--- config.mk ---
export PLATFORM = sky130hd
export DESIGN_NAME = iob_ptfloat_mul_pipe
export DESIGN_NICKNAME = d
export VERILOG_FILES = /design/src/rtl/iob_ptfloat_mul_pipe_pkg.sv /design/src/rtl/iob_ptfloat_mul_pipe_round.sv /design/src/rtl/iob_ptfloat_mul_pipe.sv
export SDC_FILE = /design/constraint.sdc
export NUM_CORES = 2
export LEC_CHECK = 0
export ABC_AREA = 0
export CORE_MARGIN = 4
export CORE_UTILIZATION = 35
export CTS_BUF_LIST = sky130_fd_sc_hd__clkbuf_16
export DETAILED_ROUTE_END_ITERATION = 12
export HOLD_SLACK_MARGIN = 0.15
export PLACE_DENSITY_LB_ADDON = 0.15
export SETUP_SLACK_MARGIN = 0.5
export SYNTH_ARGS = -nofsm -noshare
export SYNTH_HDL_FRONTEND = slang
export SYNTH_SLANG_ARGS = --single-unit
--- constraint.sdc ---
create_clock -name clk_i -period 9.2 [get_ports clk_i]
set_clock_uncertainty 0.05 [all_clocks]
set_input_delay 1.84 -clock clk_i [delete_from_list [all_inputs] [get_ports clk_i]]
set_output_delay 1.84 -clock clk_i [all_outputs]
set_load 0.02 [all_outputs]
--- src/rtl/iob_ptfloat_mul_pipe_pkg.sv ---
// rtl/iob_ptfloat_mul_pipe_pkg.sv - rounding modes and shared constants for the ptfloat multiplier
package iob_ptfloat_mul_pipe_pkg;

  typedef enum logic [1:0] {
    RND_TRUNC     = 2'd0,
    RND_STICKY    = 2'd1,
    RND_RNE       = 2'd2,
    RND_TRUNC_ALT = 2'd3
  } rnd_mode_e;

  // Headroom bits on the exponent so sum plus normalisation never wraps.
  localparam int EXP_GUARD_W = 2;

  function automatic rnd_mode_e decode_rnd(input logic [1:0] code);
    if (code == RND_TRUNC_ALT) begin
      return RND_TRUNC;
    end
    return rnd_mode_e'(code);
  endfunction

endpackage

--- src/rtl/iob_ptfloat_mul_pipe_round.sv ---
// rtl/iob_ptfloat_mul_pipe_round.sv - guard/sticky/RNE rounding with post-increment renormalisation
module iob_ptfloat_mul_pipe_round
  import iob_ptfloat_mul_pipe_pkg::*;
#(
  parameter int PW    = 48,
  parameter int RES_W = 26,
  parameter int EW    = 10
) (
  input  logic [PW-1:0]    p_i,
  input  logic [EW-1:0]    e_i,
  input  logic [1:0]       rnd_i,
  output logic [RES_W-1:0] man_o,
  output logic [EW-1:0]    exp_o,
  output logic             zero_o
);

  // Two zero bits appended so guard/sticky exist even when RES_W == PW.
  localparam int XW = PW + 2;
  localparam logic [EW-1:0] EXP_ZERO = {3'b111, {(EW-3){1'b0}}};

  logic [XW-1:0]    p_x;
  logic [RES_W-1:0] kept;
  logic             guard;
  logic             sticky;
  logic             inc;
  logic             ovf;
  logic [RES_W:0]   sum;
  logic [RES_W-1:0] man_r;
  rnd_mode_e        mode;

  assign p_x    = {p_i, 2'b00};
  assign kept   = p_x[XW-1 -: RES_W];
  assign guard  = p_x[XW-1-RES_W];
  assign sticky = |p_x[XW-2-RES_W:0];
  assign mode   = decode_rnd(rnd_i);
  assign inc    = (mode == RND_RNE) && guard && (sticky || kept[0]);

  // Extra sign bit catches the 01..1 -> 10..0 wrap on increment.
  assign sum = {kept[RES_W-1], kept} + {{RES_W{1'b0}}, inc};
  assign ovf = sum[RES_W] ^ sum[RES_W-1];

  always_comb begin
    man_r = ovf ? sum[RES_W:1] : sum[RES_W-1:0];
    if (mode == RND_STICKY) begin
      man_r[0] = man_r[0] | guard | sticky;
    end
  end

  assign zero_o = (man_r == '0);
  assign man_o  = man_r;
  assign exp_o  = zero_o ? EXP_ZERO : (e_i + {{(EW-1){1'b0}}, ovf});

endmodule

--- src/rtl/iob_ptfloat_mul_pipe.sv ---
// rtl/iob_ptfloat_mul_pipe.sv - stallable pt-float multiplier with selectable latency and rounding
module iob_ptfloat_mul_pipe
  import iob_ptfloat_mul_pipe_pkg::*;
#(
  parameter int EXP_W = 8,
  parameter int MAN_W = 24,
  parameter int RES_W = 26,
  parameter int LAT   = 2
) (
  input  logic                 clk_i,
  input  logic                 arst_n_i,
  input  logic                 cke_i,
  input  logic                 valid_i,
  output logic                 ready_o,
  input  logic [1:0]           rnd_i,
  input  logic [EXP_W-1:0]     exp_a_i,
  input  logic [MAN_W-1:0]     man_a_i,
  input  logic [EXP_W-1:0]     exp_b_i,
  input  logic [MAN_W-1:0]     man_b_i,
  output logic                 valid_o,
  input  logic                 ready_i,
  output logic [EXP_W+1:0]     exp_o,
  output logic [RES_W-1:0]     man_o,
  output logic                 zero_o
);

  localparam int EW = EXP_W + EXP_GUARD_W;
  localparam int PW = 2 * MAN_W;
  localparam int SW = $clog2(PW) + 1;
  // Stage bus layout: {valid, rnd, exponent, product}.
  localparam int BW = 1 + 2 + EW + PW;

  logic                 en;
  logic signed [PW-1:0] a_x;
  logic signed [PW-1:0] b_x;
  logic signed [PW-1:0] prod;
  logic [EW-1:0]        e_sum;
  logic [BW-1:0]        s1_q;
  logic [BW-1:0]        pre_n;
  logic [BW-1:0]        norm_n;
  logic [BW-1:0]        post_n;

  assign en      = cke_i & (~valid_o | ready_i);
  assign ready_o = en;

  assign a_x   = {{MAN_W{man_a_i[MAN_W-1]}}, man_a_i};
  assign b_x   = {{MAN_W{man_b_i[MAN_W-1]}}, man_b_i};
  assign prod  = a_x * b_x;
  assign e_sum = {{EXP_GUARD_W{exp_a_i[EXP_W-1]}}, exp_a_i}
               + {{EXP_GUARD_W{exp_b_i[EXP_W-1]}}, exp_b_i};

  always_ff @(posedge clk_i or negedge arst_n_i) begin
    if (!arst_n_i) begin
      s1_q <= '0;
    end else if (en) begin
      s1_q <= {valid_i, rnd_i, e_sum, prod};
    end
  end

  generate
    if (LAT >= 3) begin : g_mul_reg
      logic [BW-1:0] s2_q;
      always_ff @(posedge clk_i or negedge arst_n_i) begin
        if (!arst_n_i) begin
          s2_q <= '0;
        end else if (en) begin
          s2_q <= s1_q;
        end
      end
      assign pre_n = s2_q;
    end else begin : g_mul_pass
      assign pre_n = s1_q;
    end
  endgenerate

  logic          pre_v;
  logic [1:0]    pre_rnd;
  logic [EW-1:0] pre_e;
  logic [PW-1:0] pre_p;
  logic [PW-1:0] q;
  logic [SW-1:0] sh;
  logic          found;
  logic [EW-1:0] norm_e;
  logic [PW-1:0] norm_p;

  assign pre_v   = pre_n[BW-1];
  assign pre_rnd = pre_n[BW-2 -: 2];
  assign pre_e   = pre_n[PW +: EW];
  assign pre_p   = pre_n[PW-1:0];

  // Product is Q2: a sign change in the top two bits means magnitude >= 1.
  always_comb begin
    q     = pre_p << 1;
    sh    = '0;
    found = 1'b0;
    for (int i = PW - 2; i >= 0; i--) begin
      if (!found && (q[i] != q[PW-1])) begin
        sh    = SW'(PW - 2 - i);
        found = 1'b1;
      end
    end
    if (pre_p[PW-1] ^ pre_p[PW-2]) begin
      norm_p = pre_p;
      norm_e = pre_e + EW'(1);
    end else begin
      norm_p = q << sh;
      norm_e = pre_e - EW'(sh);
    end
  end

  assign norm_n = {pre_v, pre_rnd, norm_e, norm_p};

  generate
    if (LAT >= 4) begin : g_norm_reg
      logic [BW-1:0] s3_q;
      always_ff @(posedge clk_i or negedge arst_n_i) begin
        if (!arst_n_i) begin
          s3_q <= '0;
        end else if (en) begin
          s3_q <= norm_n;
        end
      end
      assign post_n = s3_q;
    end else begin : g_norm_pass
      assign post_n = norm_n;
    end
  endgenerate

  logic [RES_W-1:0] r_man;
  logic [EW-1:0]    r_exp;
  logic             r_zero;

  iob_ptfloat_mul_pipe_round #(
    .PW    (PW),
    .RES_W (RES_W),
    .EW    (EW)
  ) u_round (
    .p_i    (post_n[PW-1:0]),
    .e_i    (post_n[PW +: EW]),
    .rnd_i  (post_n[BW-2 -: 2]),
    .man_o  (r_man),
    .exp_o  (r_exp),
    .zero_o (r_zero)
  );

  always_ff @(posedge clk_i or negedge arst_n_i) begin
    if (!arst_n_i) begin
      valid_o <= 1'b0;
      exp_o   <= '0;
      man_o   <= '0;
      zero_o  <= 1'b0;
    end else if (en) begin
      valid_o <= post_n[BW-1];
      exp_o   <= r_exp;
      man_o   <= r_man;
      zero_o  <= r_zero;
    end
  end

endmodule

After elaboration in Yosys (flattened, before gate mapping)

Index checks and enable logic that the tools add are counted.

Muxes and demuxes: 100
Shift operators: 1
Multipliers: 1
$add $sub $neg: 5
Equal/unequal tests: 49
Reductions and logical operators: 97
Bitwise operators: 7

Operator list:

| kind                                           | count |
|---|---|
| two-way mux 7 bit                              | 43 |
| two-way mux 1 bit                              | 49 |
| logical AND 1 bit                              | 48 |
| multiplier 24 x 24 -> 48 bit                   | 1 |
| two-way mux 48 bit                             | 1 |
| << shifter 48 x 7 -> 48 bit                    | 1 |
| zero test 1 bit                                | 46 |
| != test 1 bit                                  | 46 |
| adder 26 x 2 -> 27 bit                         | 1 |
| zero test 26 bit                               | 1 |
| two-way mux 26 bit                             | 1 |
| OR reduction 21 bit                            | 1 |
| two-way mux 10 bit                             | 2 |
| adder 10 x 1 -> 10 bit                         | 1 |
| adder 10 x 1 -> 10 bit (second input constant) | 1 |
| subtractor 10 x 7 -> 10 bit                    | 1 |
| adder 8 x 8 -> 9 bit                           | 1 |
| two-way mux 2 bit                              | 4 |
| == test 2 bit (second input constant)          | 2 |
| bitwise OR 1 bit                               | 3 |
| == test 2 x 1 -> 1 bit (second input constant) | 1 |
| XOR 1 bit                                      | 2 |
| bitwise AND 1 bit                              | 1 |
| logical OR 1 bit                               | 1 |
| inverter 1 bit                                 | 1 |

Output and inout bits: 39
Word-level logic and storage cells: 265
Register bits: 99
Bits of input ports: 71

Logic depth before layout (Yosys ltp)

Depth in word-level cells: 153
Gate-level depth with buffers: 36

By module

From an unflattened synthesis, not the netlist that was laid out.

Cell total of the unflattened synthesis: 3,685
Area, all modules: 31,471.4 µm²

By module, submodules not included:

| module                     | cells an instance | seq. area each (µm²) | times used | area each (µm²) |
|---|---|---|---|---|
| iob_ptfloat_mul_pipe       | 3,386             | 2,452.4              | 1          | 29,578.4 |
| iob_ptfloat_mul_pipe_round | 299               | 0.0                  | 1          | 1,893.1 |

Least setup slack after synthesis

No wires, ideal clock.

Path kind: input -> register
Start: input port man_b_i[3]
End: register s1_q[46], in the netlist pre_n[46]
Stages on the path: 31
Setup time: 0.133 ns
Path slack: -0.401 ns
Arrival: 9.418 ns
Required time: 9.017 ns
Cells stage by stage: clkbuf_1 -> nand2_1 -> fa_1 -> inv_1 -> fa_1 -> inv_1 -> fa_1 -> inv_1 -> ha_1 -> fa_1 -> fa_1 -> fa_1 -> ha_1 -> and3_1 -> a221oi_1 -> nor3b_1 -> o21ai_0 -> a21oi_1 -> nor2b_1 -> or4_1 -> a2111oi_0 -> or3_1 -> nand4_1 -> a21oi_1 -> nand2_1 -> a31o_2 -> a21oi_1 -> nor2b_1 -> o41ai_1 -> xor2_1 -> o21ai_0

Word-level cells in the longest chain between the ends: 1

Ends and longest elaborated chain:

| item                         | RTL line                   | text |
|---|---|---|
| from (decl)                  | iob_ptfloat_mul_pipe.sv:19 | `input logic [MAN_W-1:0] man_b_i,` |
| multiplier 24 x 24 -> 48 bit | iob_ptfloat_mul_pipe.sv:48 | `assign prod = a_x * b_x;` |
| to (signal assigned)         | iob_ptfloat_mul_pipe.sv:56 | `s1_q <= {valid_i, rnd_i, e_sum, prod};` |
| to (decl)                    | iob_ptfloat_mul_pipe.sv:38 | `logic [BW-1:0] s1_q;` |

Every way passes these cells.
A chain may end at the register's enable or synchronous reset.

Worst setup path after layout

Start: input port man_b_i[9]
End: register s1_q[46], in the netlist pre_n[46]

Same word-level chain as after synthesis.

==> summary.md <==
| Metric | Value |
|---|---|
| RSZ-0062 raised after global routing | yes |
| Placer Congestion | 0.950 |
| Clock-pin transition on the worst setup and hold timing paths | 0.07 ns |
| Min-Delay Path Class | register to register |
| Critical path arrival | 9.28 ns |
| Floorplan core area | 90400 µm² |
| Critical path launch point type | input pin |
| Final ANT Viol Nets | 0 |
| Area grow syn2layout | 19.1% |
| Multi-input logic area | 26900 µm² |
| Sequential area share after synthesis | 0.0766 |
| Syn_nets | 4626 |
| Die height | 311 µm |
| Predominant post-synthesis flop cell | dfrtp_1 |
| Most common cell in the netlist | fa_1 |
| Via count | 27800 |
| Worst-path fanout max | 8 |
| H-Tree Depth | 3 |
| Max incr delay on CP | 0.56 ns |
| Die width | 311 µm |
| # diodes | 0 |
| Nets | 4895 |
| CP delay by family, top | adder cells |
| Final hold violation count | 0 |
| # DRC | 0 |
| Largest net degree at the start of global routing | 95 |
| Synth unique cells | 103 |
| First-pass GRT wire length | 174 mm |
| Buf/Inv on CP | 5 |
| Later-pin clock latency in the skew report | 0.40 ns |
| Cell count after synthesis | 3789 |
| # rows | 110 |
| Crit path max-delay cell type | fa_1 |
| Io pins | 110 |
| Area leader, netlist | fa_1 |
| Initial core utilization | 0.354 |
| Initial antenna violation count | 1 |
| Fin. max-slew vios | 0 |
| Pin slew with the least headroom to its limit | 1.02 ns |
| Critical Path RT | 9.40 ns |
| Max clock buf depth | 2 |
| Vias per cell | 5.30 |
| Wire per inst | 20.9 µm |
| Routed WL | 109 mm |
| CTS tree | built |
| Top cells by count, synth | fa_1 (609), inv_1 (608), nand2_1 (588) |
| Number of enable flip-flop cells after synthesis | 0 |
| GRT overflow | 0 |
| CTS root buffer | clkbuf_16 |
| Finish-stage setup viols | 0 |
| FILL cells | 9195 |
| Relative slew slack | 0.317 |
| Post-Syn Area | 32000 µm² |
| Post-route cell area | 38100 µm² |
| Top cells by area, synth | fa_1 (38%), dfrtp_1 (7.7%), inv_1 (7.1%) |
| Total die area | 96400 µm² |
| Storage cell area | 2450 µm² |
| Clock tree sinks | 98 |
| Hpwl dp | 89.5 mm |
| Input/output buffers | 109 |
| GR Util All Layers | 0.228 |
| 1st-pass router iterations | 6 |
| Critical path type | input pin to register |
| Mapped Avg Cell Area | 8.45 µm² |
| Minimum clock period | 9.08 ns |
| Share of cells above drive strength 1 | 0.161 |
| Post-synth top area share | 0.381 |
| Max cap viols | 0 |
| Register bit total from synthesis | 98 |
| Fmax | 110 MHz |
| CP dominant cell by count | fa_1 |
| YS warnings | 0 |
| Period utilization | 0.987 |
| Outcome | finished, final reports clean |
| Number of global-route vias before repair | 29500 |
| FFs w/ async S/R, synth | 1.00 |
| Crit. End Element | register |
| Initial DRC Count | 1995 |
| Placement Cell Area | 36500 µm² |
| TritonCTS Buffers | 9 |
| Setup TNS | 0 ns |
-- worst reg2reg max path: stages (launching register included) --
cell and delay, ns:
dfrtp_1 0.68, nor4_1 0.16, a2bb2oi_1 0.47, a2111oi_0 0.14, buf_4 0.19, nor3_1 0.46
o211ai_2 0.52, nor2_4 0.60, buf_4 0.25, nor2_1 0.05, a22o_1 0.33, or2_2 0.32
o221ai_1 0.31, a222oi_1 0.21, nand3b_2 0.33, nor4_4 0.35, a31oi_1 0.15, ha_1 0.43
buf_4 0.24, nand4_1 0.17, o31a_1 0.16, o311ai_1 0.38, nand2_1 0.09, nor4b_1 0.35
nand4_1 0.19, nor4_2 0.24, buf_4 0.25, nor2_1 0.08
-- area by class of cell --
cell class | count | share of cell area
multi-input cells | 2842 | 0.706
flip-flops and latches | 98 | 0.0643
clock inverters | 7 | 0.00194
well taps | 1176 | 0.0386
inverters | 611 | 0.0604
clock buffers | 9 | 0.00590
repair buffers | 496 | 0.122
-- kinds of logic after synthesis --
kind of cell | Yosys count | share of synthesized area
simple gates | 1284 | 0.194
xor+xnor | 91 | 0.0249
buf+inv | 850 | 0.103
mux | 88 | 0.0291
flops | 98 | 0.0766
fa+ha+maj | 766 | 0.442
compound gates | 612 | 0.131
-- routing by layer --
| layer | global-route usage | part of all wire | wire (µm) |
|---|---|---|---|
| met2 | 0.379 | 0.47 | 50900 |
| met3 | 0.0288 | 0.053 | 5740 |
| met5 | 0 | 0 | 0 |
| met4 | 0.0694 | 0.033 | 3610 |
| met1 | 0.311 | 0.45 | 49100 |
-- repair_timing --
item / 4_1_cts / 5_1_grt
endpoints found under the setup margin: 12 / 25
pin swaps: 100 / 67
cloned: 12 / 1
hold endpoints to repair: 0 / 0
hold buffers: 0 / 0
resized for setup: 264 / 86
buffers inserted: 56 / 5
-- stage by stage --
step	instances	setup WS (ns)	hold WS (ns)	utilization
after CTS	5233	0.156	0.432	0.419
final	5239	0.120	0.429	0.422
after floorplan	3789	0.209	0.396	-
after detailed placement	5149	-0.818	0.414	0.403
after global routing	5239	-0.109	0.461	0.422
after global placement	5149	-0.759	0.411	0.403
-- state kept, by name, indices dropped and copies added (netlist names) --
signal / cells
pre_n: 60
man_o: 26
exp_o: 10
valid_o: 1
zero_o: 1
-- worst paths after layout --
check | start | to | slack, ns | cells after the start
worst max-delay path | man_b_i[9] | pre_n[46]$_DFFE_PN0P_ | 0.12 | 32
worst min-delay path | man_o[16]$_DFFE_PN0P_ | man_o[16]$_DFFE_PN0P_ | 0.43 | 2
worst max register to register | pre_n[40]$_DFFE_PN0P_ | exp_o[2]$_DFFE_PN0P_ | 0.95 | 27
worst min register to register | man_o[16]$_DFFE_PN0P_ | man_o[16]$_DFFE_PN0P_ | 0.43 | 2
max in group asynchronous | arst_n_i | pre_n[21]$_DFFE_PN0P_ | 6.50 | 2
min in group asynchronous | arst_n_i | pre_n[47]$_DFFE_PN0P_ | 1.38 | 1
-- placed cells by master (no fill, tap or decap), types with 44 or more instances in the layout --
cell type and count:
xnor2_1 52, and2_1 184, clkdlybuf4s50_1 64, nand2b_1 44, nand2_1 572, o21ai_0 136
a21oi_1 90, nand3_1 89, nor2_1 157, inv_1 580, ha_1 139, mux2i_1 58
buf_4 311, fa_1 589, dfrtp_1 97
Power is not shown: default switching activity piles up to over one toggle a cycle in this logic, so the estimate is an artifact.
